`config.mk`:
```
export PLATFORM = sky130hd
export DESIGN_NAME = rx_serial_7e2
export DESIGN_NICKNAME = d
export VERILOG_FILES = /design/src/rtl/rx_serial_7e2_pkg.sv /design/src/rtl/rx_serial_7e2_baud_tick.sv /design/src/rtl/rx_serial_7e2.sv
export SDC_FILE = /design/constraint.sdc
export NUM_CORES = 1
export LEC_CHECK = 0
export ABC_CLOCK_PERIOD_IN_PS = 3900
export CORE_UTILIZATION = 40
export DETAILED_ROUTE_END_ITERATION = 16
export GPL_TIMING_DRIVEN = 1
export PLACE_DENSITY = 0.69
export SKIP_CTS_REPAIR_TIMING = 1
export SYNTH_ARGS = -nofsm -noshare
export SYNTH_HDL_FRONTEND = slang
export SYNTH_SLANG_ARGS = --single-unit
```
`constraint.sdc`:
```
create_clock -name clock -period 3.9 [get_ports clock]
set_clock_uncertainty 0.1 [all_clocks]
set_input_delay 0.975 -clock clock [delete_from_list [all_inputs] [get_ports clock]]
set_output_delay 0.975 -clock clock [all_outputs]
set_load 0.01 [all_outputs]
```
`src/rtl/rx_serial_7e2_pkg.sv`:
```
// Shared definitions for the 7E2 serial receiver: state codes, frame constants and parity helper.
// The RX_PARITY_CHECK_EN build option is consumed in rx_serial_7e2.sv, not here.
package rx_serial_7e2_pkg;

  localparam int BAUD_DIV_PADRAO = 434;
  localparam int N_DADOS         = 7;

  // Encoding is visible on db_estado for the hexa7seg debug display
  typedef enum logic [3:0] {
    S_IDLE     = 4'd0,
    S_START    = 4'd1,
    S_DADOS    = 4'd2,
    S_PARIDADE = 4'd3,
    S_STOP1    = 4'd4,
    S_STOP2    = 4'd5,
    S_ARMAZENA = 4'd6,
    S_ERRO     = 4'd7
  } estado_t;

  // Returns 0 when data plus parity bit hold an even number of ones
  function automatic logic paridade_calc(input logic [N_DADOS-1:0] dados, input logic pbit);
    return ^{dados, pbit};
  endfunction

endpackage

```
`src/rtl/rx_serial_7e2_baud_tick.sv`:
```
// Mod-BAUD_DIV bit-time counter with synchronous clear.
// Flags the half-bit point (start-bit centre) and the full-bit point (mid-bit sampling).
module rx_baud_tick #(
  parameter int BAUD_DIV = 434
) (
  input  logic i_clock,
  input  logic i_reset,
  input  logic i_limpa,
  output logic o_tick_meio,
  output logic o_tick_fim
);

  localparam int W = $clog2(BAUD_DIV);

  logic [W-1:0] r_cont;

  always_ff @(posedge i_clock) begin
    if (!i_reset) begin
      r_cont <= '0;
    end else if (i_limpa || (r_cont == W'(BAUD_DIV - 1))) begin
      r_cont <= '0;
    end else begin
      r_cont <= r_cont + 1'b1;
    end
  end

  assign o_tick_meio = (r_cont == W'(BAUD_DIV / 2 - 1));
  assign o_tick_fim  = (r_cont == W'(BAUD_DIV - 1));

endmodule

```
`src/rtl/rx_serial_7e2.sv`:
```
// 7E2 asynchronous serial receiver for the sonar host link (7 data bits LSB first, even parity, 2 stops).
// Define RX_PARITY_CHECK_EN to reject frames with bad parity; otherwise parity is only reported.
module rx_serial_7e2
  import rx_serial_7e2_pkg::*;
#(
  parameter int BAUD_DIV = BAUD_DIV_PADRAO
) (
  input  logic                clock,
  input  logic                reset,
  input  logic                dado_serial,
  input  logic                limpa,
  output logic [N_DADOS-1:0]  dado_recebido,
  output logic                pronto,
  output logic                tem_dado,
  output logic                paridade_ok,
  output logic                erro_stop,
  output logic [3:0]          db_estado
);

  estado_t            r_estado, w_prox;
  logic [1:0]         r_sinc;
  logic [N_DADOS-1:0] r_dados;
  logic [2:0]         r_nbits;
  logic               r_pbit;
  logic               r_erro_quadro;
  logic [N_DADOS-1:0] r_dado_recebido;
  logic               r_pronto;
  logic               r_tem_dado;
  logic               r_paridade_ok;
  logic               r_erro_stop;

  logic w_rx;
  logic w_limpa_cnt;
  logic w_tick_meio;
  logic w_tick_fim;
  logic w_fim_quadro;
  logic w_quadro_ruim;
  logic w_par_ok;
  logic w_aceita;
  logic w_carrega;

  assign w_rx = r_sinc[1];

  rx_baud_tick #(.BAUD_DIV(BAUD_DIV)) u_baud (
    .i_clock     (clock),
    .i_reset     (reset),
    .i_limpa     (w_limpa_cnt),
    .o_tick_meio (w_tick_meio),
    .o_tick_fim  (w_tick_fim)
  );

  assign w_fim_quadro  = (r_estado == S_STOP2) && w_tick_fim;
  assign w_quadro_ruim = r_erro_quadro || !w_rx;
  assign w_par_ok      = (paridade_calc(r_dados, r_pbit) == 1'b0);
`ifdef RX_PARITY_CHECK_EN
  assign w_aceita      = w_par_ok;
`else
  assign w_aceita      = 1'b1;
`endif
  assign w_carrega     = w_fim_quadro && !w_quadro_ruim && w_aceita;

  always_comb begin
    w_prox      = r_estado;
    w_limpa_cnt = 1'b0;
    case (r_estado)
      S_IDLE: begin
        w_limpa_cnt = 1'b1;
        if (!w_rx) w_prox = S_START;
      end
      S_START: begin
        // A start bit that is high again at its centre was a glitch
        if (w_tick_meio) begin
          w_limpa_cnt = 1'b1;
          w_prox      = w_rx ? S_IDLE : S_DADOS;
        end
      end
      S_DADOS: begin
        if (w_tick_fim && (r_nbits == 3'(N_DADOS - 1))) w_prox = S_PARIDADE;
      end
      S_PARIDADE: begin
        if (w_tick_fim) w_prox = S_STOP1;
      end
      S_STOP1: begin
        if (w_tick_fim) w_prox = S_STOP2;
      end
      S_STOP2: begin
        if (w_tick_fim) w_prox = w_quadro_ruim ? S_ERRO : S_ARMAZENA;
      end
      S_ARMAZENA: w_prox = S_IDLE;
      S_ERRO: begin
        // Wait for the line to idle so a break does not look like a new start bit
        if (w_rx) w_prox = S_IDLE;
      end
      default: w_prox = S_IDLE;
    endcase
  end

  always_ff @(posedge clock) begin
    if (!reset) begin
      r_estado <= S_IDLE;
      r_sinc   <= 2'b11;
    end else begin
      r_estado <= w_prox;
      r_sinc   <= {r_sinc[0], dado_serial};
    end
  end

  always_ff @(posedge clock) begin
    if (!reset) begin
      r_dados       <= '0;
      r_nbits       <= '0;
      r_pbit        <= 1'b0;
      r_erro_quadro <= 1'b0;
    end else begin
      case (r_estado)
        S_IDLE: begin
          r_nbits       <= '0;
          r_erro_quadro <= 1'b0;
        end
        S_DADOS: begin
          if (w_tick_fim) begin
            r_dados <= {w_rx, r_dados[N_DADOS-1:1]};
            r_nbits <= r_nbits + 1'b1;
          end
        end
        S_PARIDADE: begin
          if (w_tick_fim) r_pbit <= w_rx;
        end
        S_STOP1: begin
          if (w_tick_fim && !w_rx) r_erro_quadro <= 1'b1;
        end
        default: ;
      endcase
    end
  end

  // Results are registered on the STOP2 sample edge so pronto coincides with ARMAZENA
  always_ff @(posedge clock) begin
    if (!reset) begin
      r_dado_recebido <= '0;
      r_pronto        <= 1'b0;
      r_tem_dado      <= 1'b0;
      r_paridade_ok   <= 1'b0;
      r_erro_stop     <= 1'b0;
    end else begin
      r_pronto <= w_carrega;
      if (w_fim_quadro) begin
        r_paridade_ok <= w_par_ok;
        r_erro_stop   <= w_quadro_ruim;
      end
      if (w_carrega) r_dado_recebido <= r_dados;
      // A clear arriving alongside a new character loses to it
      if (w_carrega) begin
        r_tem_dado <= 1'b1;
      end else if (limpa && !r_pronto) begin
        r_tem_dado <= 1'b0;
      end
    end
  end

  assign dado_recebido = r_dado_recebido;
  assign pronto        = r_pronto;
  assign tem_dado      = r_tem_dado;
  assign paridade_ok   = r_paridade_ok;
  assign erro_stop     = r_erro_stop;
  assign db_estado     = r_estado;

endmodule
```
==> flow_summary_export.csv, run 1 <==
group,metric,value,unit
drt,wl_met1,1520,um
drt,vias_per_cell,4.90,
yosys,syn-num-nets,195,
floorplanning,die_y,68.3,um
sta,holdWs,0.325,ns
sta,setup-tns-final,0,ns
critical_path,reg2reg_depth,5,
critical_path,path_cells,"clkdlybuf4s50_1",
yosys,ys_types,39,
global_route,grt_pass1_wl,4850,um
place,post_dp_cell_area,1960,um^2
drt,drcViolationCount,0,
floorplanning,io_pins,19,
yosys,synthesis.area,1760,um^2
power_and_ir_drop,intPower,546,uW
power_and_ir_drop,totalPowerFinal,735,uW
power_and_ir_drop,power_density,361,nW/um^2
clock_network,cts_buffer_depth,2,
power_and_ir_drop,comb_power_share,0.106,
clock_network,numCtsBuffers,5,
drt,vias,1230,
yosys,synth-async-reset-ratio,0,
drt,dr_wl_met2,1280,um
clock_network,clkTransAtPathRegs,0.07,ns
yosys,netlist_instances,186,
yosys,synth_warnings,0,
sta,max_freq,0.395,GHz
sta,min_period,2.53,ns
run,maxCapViolCount,0,
power_and_ir_drop,clkPwrFrac,0.347,
finish,syn2layout_area_growth,15.7,%
power_and_ir_drop,ir_drop,0.141,mV
clock_network,ctsRootBufferMaster,"clkbuf_8",
finish,layout_common_cells,"37 x dfxtp_1, 21 x nor2_1, 17 x mux2i_1, 17 x nor2b_1, 17 x clkdlybuf4s50_1",
yosys,synthFlopType,"dfxtp_1",
critical_path,cp_num_cells,1,
floorplanning,rows,23,
finish,nNetsFinal,210,
place,port_buffers,17,
floorplanning,die_area,4670,um^2
drt,drt_pass1_iterations,4,
floorplanning,core_region_area,4120,um^2
finish,stdcell_count,251,
power_and_ir_drop,seq_power_share,0.547,
critical_path,crit_path_max_fanout,13,
clock_network,cts_tree,"yes",
clock_network,htree_levels,2,
finish,diodes,0,
drt,top_layer,"met4",
power_and_ir_drop,power.leakage,0.775,nW
sta,max-slew-margin-rel,0.518,
critical_path,cp.required,2.82,ns
global_route,grt_pass1_vias,1065,
yosys,ys_ff_latch,37,
finish,layout-drive-gt1-share,0.0547,
place,dp_hpwl,2000,um
global_route,track_usage,0.142,
power_and_ir_drop,p_sw,189,uW
global_route,grt_max_degree,32,
finish,stdcell_area,2040,um^2
sta,rsz0062_at_grt,"false",
critical_path,rrSetupSlack,1.61,ns
sta,drv_slew,0,
critical_path,max_stage_delay,0.61,ns
critical_path,start_kind,"flop",
sta,timing.final.hold_violations,0,
drt,ant_nets,0,
place,gp_congestion,0.790,
critical_path,end_kind,"output pin",
critical_path,critPathArrivalTime,1.46,ns
critical_path,cp_top_family,"buffers and inverters",
critical_path,path_buf_inv,1,
hold_path,hold_path_class,"reg2reg",
place,dp.cells,244,
sta,finalSetupViolCount,0,
clock_network,cts.sinks,37,
finish,layout_commonest_cell,"dfxtp_1",
sta,tightest_slew,0.717,ns
critical_path,worst-setup-path-type,"reg2out",
drt,post_drt_wl_per_cell,11.8,um
yosys,ys_seq_area_frac,0.421,
critical_path,critPathSlowestCell,"clkdlybuf4s50_1",
global_route,grt-ovfl-total,0,
drt,drt_iter0_drc,74,
yosys,synth_edf_count,0,
sta,period_share,0.649,
drt,routed_wl,2970,um
floorplanning,dieWidth,68.3,um
hold_path,min_path_cells,1,
yosys,avgSynthCellArea,9.46,um^2
outcome,outcome,"completed",
clock_network,worstSkewPairLatency,0.28,ns
power_and_ir_drop,swShare,0.257,
drt,met3_length,126,um
global_route,antenna_found_initial,0,
floorplanning,initial_core_util,0.428,
## cells in the mapped netlist (3+ instances only)
library cell,instances,share of area
a21oi_1,3,0.0085
and3_1,3,0.011
clkbuf_1,6,0.013
dfxtp_1,37,0.42
ha_1,5,0.036
inv_1,5,0.011
mux2i_1,17,0.097
nand2_1,10,0.021
nand2b_1,5,0.018
nand3_1,8,0.023
nor2_1,21,0.045
nor2b_1,17,0.060
o21a_1,3,0.013
o21ai_0,4,0.011
xnor2_1,11,0.055
xor2_1,5,0.025
## worst paths after layout
check                                      start            to
worst max register to register  u_baud.r_cont[0]    r_nbits[0]
worst min register to register         r_sinc[0]     r_sinc[1]
worst min-delay path                   r_sinc[0]     r_sinc[1]
worst max-delay path                db_estado[2]  db_estado[2]
## cell families after synthesis
family | after synthesis | synth area share
flops | 37 | 0.421
buf+inv | 15 | 0.0362
fa+ha+maj | 5 | 0.0355
xor+xnor | 16 | 0.0796
compound gates | 15 | 0.0540
simple gates | 80 | 0.275
mux | 17 | 0.0967
other cells | 1 | 0.00213
## routing by layer
layer | vias up | GRT usage
li1 | 653 | -
met1 | 549 | 0.187
met2 | 24 | 0.212
met3 | 4 | 0.0450
met4 | 0 | 0.0547
met5 | - | 0
## area by class of cell
cell class,count,area [um^2]
Clock buffer,6,72.6
Clock inverter,1,8.76
Fill cell,396,2080
Inverter,5,18.8
Multi-Input combinational cell,134,956
Sequential cell,37,741
Tap cell,50,62.6
Timing Repair Buffer,18,178
## sequential cells by signal (all words and copies together) (netlist names)
register and flops:
pronto 1, erro_stop 1, r_pbit 1, r_dados 7, db_estado 3, paridade_ok 1
dado_recebido 7, r_nbits 3, r_erro_quadro 1, tem_dado 1, r_sinc 2, u_baud.r_cont 9
## through the flow
step / setup WS, ns / utilization
floorplan: 2.09 / -
global placement: 1.44 / 0.475
detailed placement: 1.42 / 0.475
CTS: 1.36 / 0.495
global route: 1.28 / 0.495
finish: 1.37 / 0.495
## power groups by stage
stage               logic (mW)  clock network (mW)  registers [mW]
floorplan               0.0653                   0           0.402
global placement        0.0788                   0           0.410
detailed placement      0.0781                   0           0.410
CTS                     0.0786               0.264           0.402
global route            0.0869               0.280           0.404
finish                  0.0782               0.255           0.402
(Power assumes the default switching activity.)
==> inputs of run 2 (changes only) <==
- ABC_CLOCK_PERIOD_IN_PS: 3900 -> 2530
- clock period: 3.9 -> 2.53 ns (I/O delays scaled with it)
==> run 2 against run 1 <==
Against the previous run: combinational power grew 56%; via count grew 4.4%; clock power grew 100%; cell count grew 1.2%; core utilization grew 1.2 points; register-to-register slack lost 1.1 ns; non-clock buffer count grew 2; die area is the same; total power grew 72%; critical path type unchanged; critical endpoint is now db_estado[1]; largest cell class unchanged; highest routed layer unchanged.
==> flow_summary_export.csv, run 2 (synthesized netlist as in run 1, its figures left out) <==
group,metric,value,unit
critical_path,max_stage_delay,0.61,ns
drt,post_drt_wl_per_cell,12.2,um
critical_path,cp_num_cells,1,
hold_path,hold_path_class,"reg2reg",
sta,max-slew-margin-rel,0.514,
floorplanning,rows,23,
critical_path,critPathSlowestCell,"clkdlybuf4s50_1",
sta,min_period,2.20,ns
global_route,grt_pass1_wl,4950,um
hold_path,min_path_cells,1,
critical_path,crit_path_max_fanout,13,
sta,drv_slew,0,
sta,max_freq,0.455,GHz
finish,nNetsFinal,212,
power_and_ir_drop,power_density,605,nW/um^2
sta,finalSetupViolCount,0,
power_and_ir_drop,ir_drop,0.273,mV
sta,timing.final.hold_violations,0,
drt,vias,1284,
critical_path,cp_top_family,"buffers and inverters",
critical_path,critPathArrivalTime,1.46,ns
place,dp_hpwl,2090,um
drt,drcViolationCount,0,
drt,ant_nets,0,
drt,vias_per_cell,5.06,
clock_network,ctsRootBufferMaster,"clkbuf_8",
drt,drt_pass1_iterations,4,
critical_path,rrSetupSlack,0.52,ns
drt,drt_iter0_drc,114,
critical_path,path_buf_inv,1,
critical_path,path_cells,"clkdlybuf4s50_1",
sta,tightest_slew,0.723,ns
global_route,grt_pass1_vias,1051,
clock_network,cts_buffer_depth,2,
floorplanning,core_region_area,4120,um^2
global_route,track_usage,0.147,
critical_path,end_kind,"output pin",
clock_network,worstSkewPairLatency,0.29,ns
finish,largest_register,"u_baud.r_cont",
floorplanning,dieWidth,68.3,um
finish,largest_reg_flops,9,
floorplanning,io_pins,19,
place,port_buffers,17,
run,maxCapViolCount,0,
clock_network,cts.sinks,37,
finish,finalCoreUtilization,0.507,
drt,routed_wl,3090,um
sta,rsz0062_at_grt,"false",
finish,syn2layout_area_growth,18.5,%
global_route,grt-ovfl-total,0,
finish,layout_common_cells,"37 x dfxtp_1, 21 x nor2_1, 17 x mux2i_1, 17 x nor2b_1, 17 x clkdlybuf4s50_1",
power_and_ir_drop,power.leakage,0.798,nW
global_route,grt_max_degree,31,
critical_path,start_kind,"flop",
clock_network,clkTransAtPathRegs,0.08,ns
finish,diodes,0,
critical_path,cp.required,1.80,ns
clock_network,cts_tree,"yes",
sta,period_share,0.868,
sta,setup-tns-final,0,ns
outcome,outcome,"completed",
floorplanning,die_y,68.3,um
global_route,antenna_found_initial,0,
finish,layout-drive-gt1-share,0.0735,
critical_path,reg2reg_depth,5,
floorplanning,die_area,4670,um^2
place,gp_congestion,0.829,
critical_path,worst-setup-path-type,"reg2out",
finish,layout_commonest_cell,"dfxtp_1",
clock_network,numCtsBuffers,5,
clock_network,htree_levels,2,
floorplanning,initial_core_util,0.428,
## run 2: cell types whose count changed in the layout (fill, tap and decap cells not counted), sizes merged
cell | previous run | this run
clkinvlp | 0 | 1
clkbuf | 6 | 5
buf | 1 | 3
bufinv | 0 | 1
## run 2: worst paths after layout
check,start,end
setup / recovery,db_estado[1],db_estado[1]
hold / removal,r_sinc[0],r_sinc[1]
setup reg to reg,u_baud.r_cont[0],dado_recebido[0]
hold reg to reg,r_sinc[0],r_sinc[1]
## run 2: cell type report
type | instances | area [um^2]
Tap cell | 50 | 62.6
Sequential cell | 37 | 741
Fill cell | 399 | 2030
Multi-Input combinational cell | 134 | 956
Clock buffer | 5 | 68.8
Inverter | 5 | 18.8
Clock inverter | 3 | 46.3
Timing Repair Buffer | 20 | 193
## run 2: per-layer routing
layer  routed length [um]  track usage  up-vias
met3                  139       0.0400        9
li1                     -            -      660
met5                    0            0        -
met2                 1260        0.195       37
met4                   95       0.0885        0
met1                 1590        0.207      578
## run 2: report_power, final
part | internal [mW] | switching (mW) | leakage, nW
clock network | 0.295 | 0.226 | 0.0543
logic | 0.0567 | 0.0653 | 0.445
registers | 0.594 | 0.0245 | 0.299
total | 0.946 | 0.316 | 0.798
## run 2: metrics by stage
step	setup WS [ns]	instance area [um^2]	instances	hold WS, ns	power (mW)
2_1_floorplan	0.724	1760	186	0.286	0.720
3_3_place_gp	0.570	1970	246	0.307	0.755
3_5_place_dp	0.519	1970	246	0.304	0.756
4_1_cts	0.337	2090	254	0.332	1.27
5_1_grt	0.266	2090	254	0.352	1.32
6_report	0.334	2090	254	0.332	1.26
==> inputs of run 3 (changes only) <==
- ABC_CLOCK_PERIOD_IN_PS: 2530 -> 2800
- SYNTH_HIERARCHICAL: unset -> 1
- clock period: 2.53 -> 2.8 ns (I/O delays scaled with it)
==> run 3 against run 2 <==
Against the previous run: sequential cell count is the same; non-clock buffer count is the same; critical path type unchanged; via count grew 0.55%; critical endpoint unchanged; die area grew 1.6%; setup slack gained 0.23 ns.
==> flow_summary_export.csv, run 3 <==
group,metric,value,unit
critical_path,crit_path_max_fanout,12,
critical_path,start_kind,"flop",
clock_network,worstSkewPairLatency,0.29,ns
drt,vias,1291,
global_route,grt_pass1_wl,4900,um
floorplanning,die_area,4740,um^2
yosys,syn-num-nets,205,
global_route,antenna_found_initial,0,
sta,max_freq,0.447,GHz
drt,vias_per_cell,4.89,
global_route,grt-ovfl-total,0,
floorplanning,initial_core_util,0.432,
critical_path,max_stage_delay,0.61,ns
yosys,synth_edf_count,0,
drt,post_drt_wl_per_cell,11.5,um
clock_network,cts.sinks,37,
critical_path,cp_top_family,"buffers and inverters",
drt,routed_wl,3020,um
finish,stdcell_count,264,
critical_path,cp.required,2.00,ns
finish,syn2layout_area_growth,17.6,%
yosys,yosysTopAreaCellShare,0.414,
drt,ant_nets,0,
yosys,synthFlopType,"dfxtp_1",
yosys,synthesis.area,1790,um^2
global_route,grt_max_degree,26,
sta,setup_ws,0.561,ns
drt,drcViolationCount,0,
yosys,ys_seq_area_frac,0.414,
finish,largest_reg_flops,9,
finish,layout_commonest_cell,"dfxtp_1",
finish,layout-drive-gt1-share,0.121,
drt,drt_pass1_iterations,4,
yosys,yosysMostFrequentCell,"dfxtp_1",
global_route,grt_pass1_vias,1072,
sta,holdWs,0.314,ns
floorplanning,dieWidth,68.9,um
yosys,netlist_instances,196,
sta,finalSetupViolCount,0,
floorplanning,die_y,68.9,um
clock_network,ctsRootBufferMaster,"clkbuf_8",
finish,nNetsFinal,222,
run,maxCapViolCount,0,
floorplanning,io_pins,19,
sta,period_share,0.800,
sta,rsz0062_at_grt,"false",
floorplanning,rows,23,
yosys,netlist_top_cells_area,"dfxtp_1 41%, mux2i_1 5.0%, nand2_1 4.6%",
clock_network,clkTransAtPathRegs,0.07,ns
critical_path,path_buf_inv,1,
global_route,track_usage,0.146,
finish,largest_register,"u_baud/r_cont",
finish,diodes,0,
critical_path,critPathSlowestCell,"clkdlybuf4s50_1",
place,dp.cells,256,
sta,tightest_slew,0.591,ns
clock_network,cts_tree,"yes",
hold_path,hold_path_class,"reg2reg",
outcome,outcome,"completed",
critical_path,critPathArrivalTime,1.44,ns
yosys,synth-async-reset-ratio,0,
yosys,ys_types,42,
drt,drt_iter0_drc,62,
place,post-place-ws,0.570,ns
yosys,netlist.top_cell.by_area,"dfxtp_1",
power_and_ir_drop,power_density,498,nW/um^2
place,dp_hpwl,2140,um
clock_network,numCtsBuffers,5,
yosys,synth_common_cells,"37 x dfxtp_1, 22 x nand2_1, 13 x nor2b_1, 13 x o21ai_0, 11 x a21oi_1",
power_and_ir_drop,power.leakage,0.748,nW
clock_network,cts_buffer_depth,2,
sta,timing.final.hold_violations,0,
sta,drv_slew,0,
critical_path,path_cells,"clkdlybuf4s50_1",
power_and_ir_drop,ir_drop,0.204,mV
clock_network,htree_levels,2,
floorplanning,core_region_area,4140,um^2
sta,min_period,2.24,ns
critical_path,worst-setup-path-type,"reg2out",
sta,max-slew-margin-rel,0.605,
finish,layout_common_cells,"37 x dfxtp_1, 22 x nand2_1, 17 x clkdlybuf4s50_1, 13 x nor2b_1, 13 x o21ai_0",
yosys,ys_ff_latch,37,
place,gp_congestion,0.776,
place,port_buffers,17,
critical_path,end_kind,"output pin",
yosys,synth_warnings,6,
sta,setup-tns-final,0,ns
yosys,avgSynthCellArea,9.13,um^2
## run 3: cell types whose count changed after synthesis, moves of 8 or more
| cell | change |
|---|---|
| a21boi_0 | +8 |
| o21ai_0 | +9 |
| mux2i_1 | -8 |
| nand2_1 | +12 |
| nor2_1 | -12 |
| a21oi_1 | +8 |
## run 3: area by class of cell
type,count,area (um^2)
clock buffers,7,86.3
clock inverters,1,30.0
fillers,393,2040
inverters,8,30.0
multi-input cells,141,961
flip-flops and latches,37,741
well taps,50,62.6
repair buffers,20,193
## run 3: power by group
part / switching, mW / internal, mW / leakage, nW
logic: 0.0216 / 0.0209 / 0.391
clock network: 0.177 / 0.290 / 0.0585
registers: 0.00710 / 0.530 / 0.299
## run 3: stage by stage
stage	utilization	power, mW	instance area [um^2]
6_report	0.508	1.05	2100
5_1_grt	0.508	1.09	2100
4_1_cts	0.508	1.07	2100
3_5_place_dp	0.479	0.592	1990
3_3_place_gp	0.479	0.593	1990
2_1_floorplan	-	0.579	1790
## run 3: final timing paths
path,from,endpoint,slack (ns),cells after the start
setup / recovery,db_estado[1],db_estado[1],0.56,1
hold / removal,r_sinc[0],r_sinc[1],0.31,1
setup reg to reg,u_baud/r_cont[0],db_estado[1],0.60,9
hold reg to reg,r_sinc[0],r_sinc[1],0.31,1
## run 3: metal layers
layer | track usage | vias up | part of all wire
li1 | - | 698 | -
met1 | 0.187 | 571 | 0.53
met2 | 0.215 | 15 | 0.41
met3 | 0.0493 | 7 | 0.040
met4 | 0.0765 | 0 | 0.022
met5 | 0 | - | 0
## run 3: logic make-up after synthesis
group,synth area share
AND/OR/NAND/NOR,0.252
AO/OA/AOI/OAI,0.149
flip-flops,0.414
buffers and inverters,0.0489
XOR/XNOR,0.0490
multiplexers,0.0504
adder cells (fa/ha/maj),0.0350
other,0.00210
## run 3: worst register-to-register path: cells and delay by family, from the launching register on
family	cells	cell delay [ns]
AOI/OAI and AO/OA	2	0.15
adders and majority gates	1	0.19
buffers and inverters	1	0.23
DFF	1	0.41
and+or+nand+nor	5	1.02
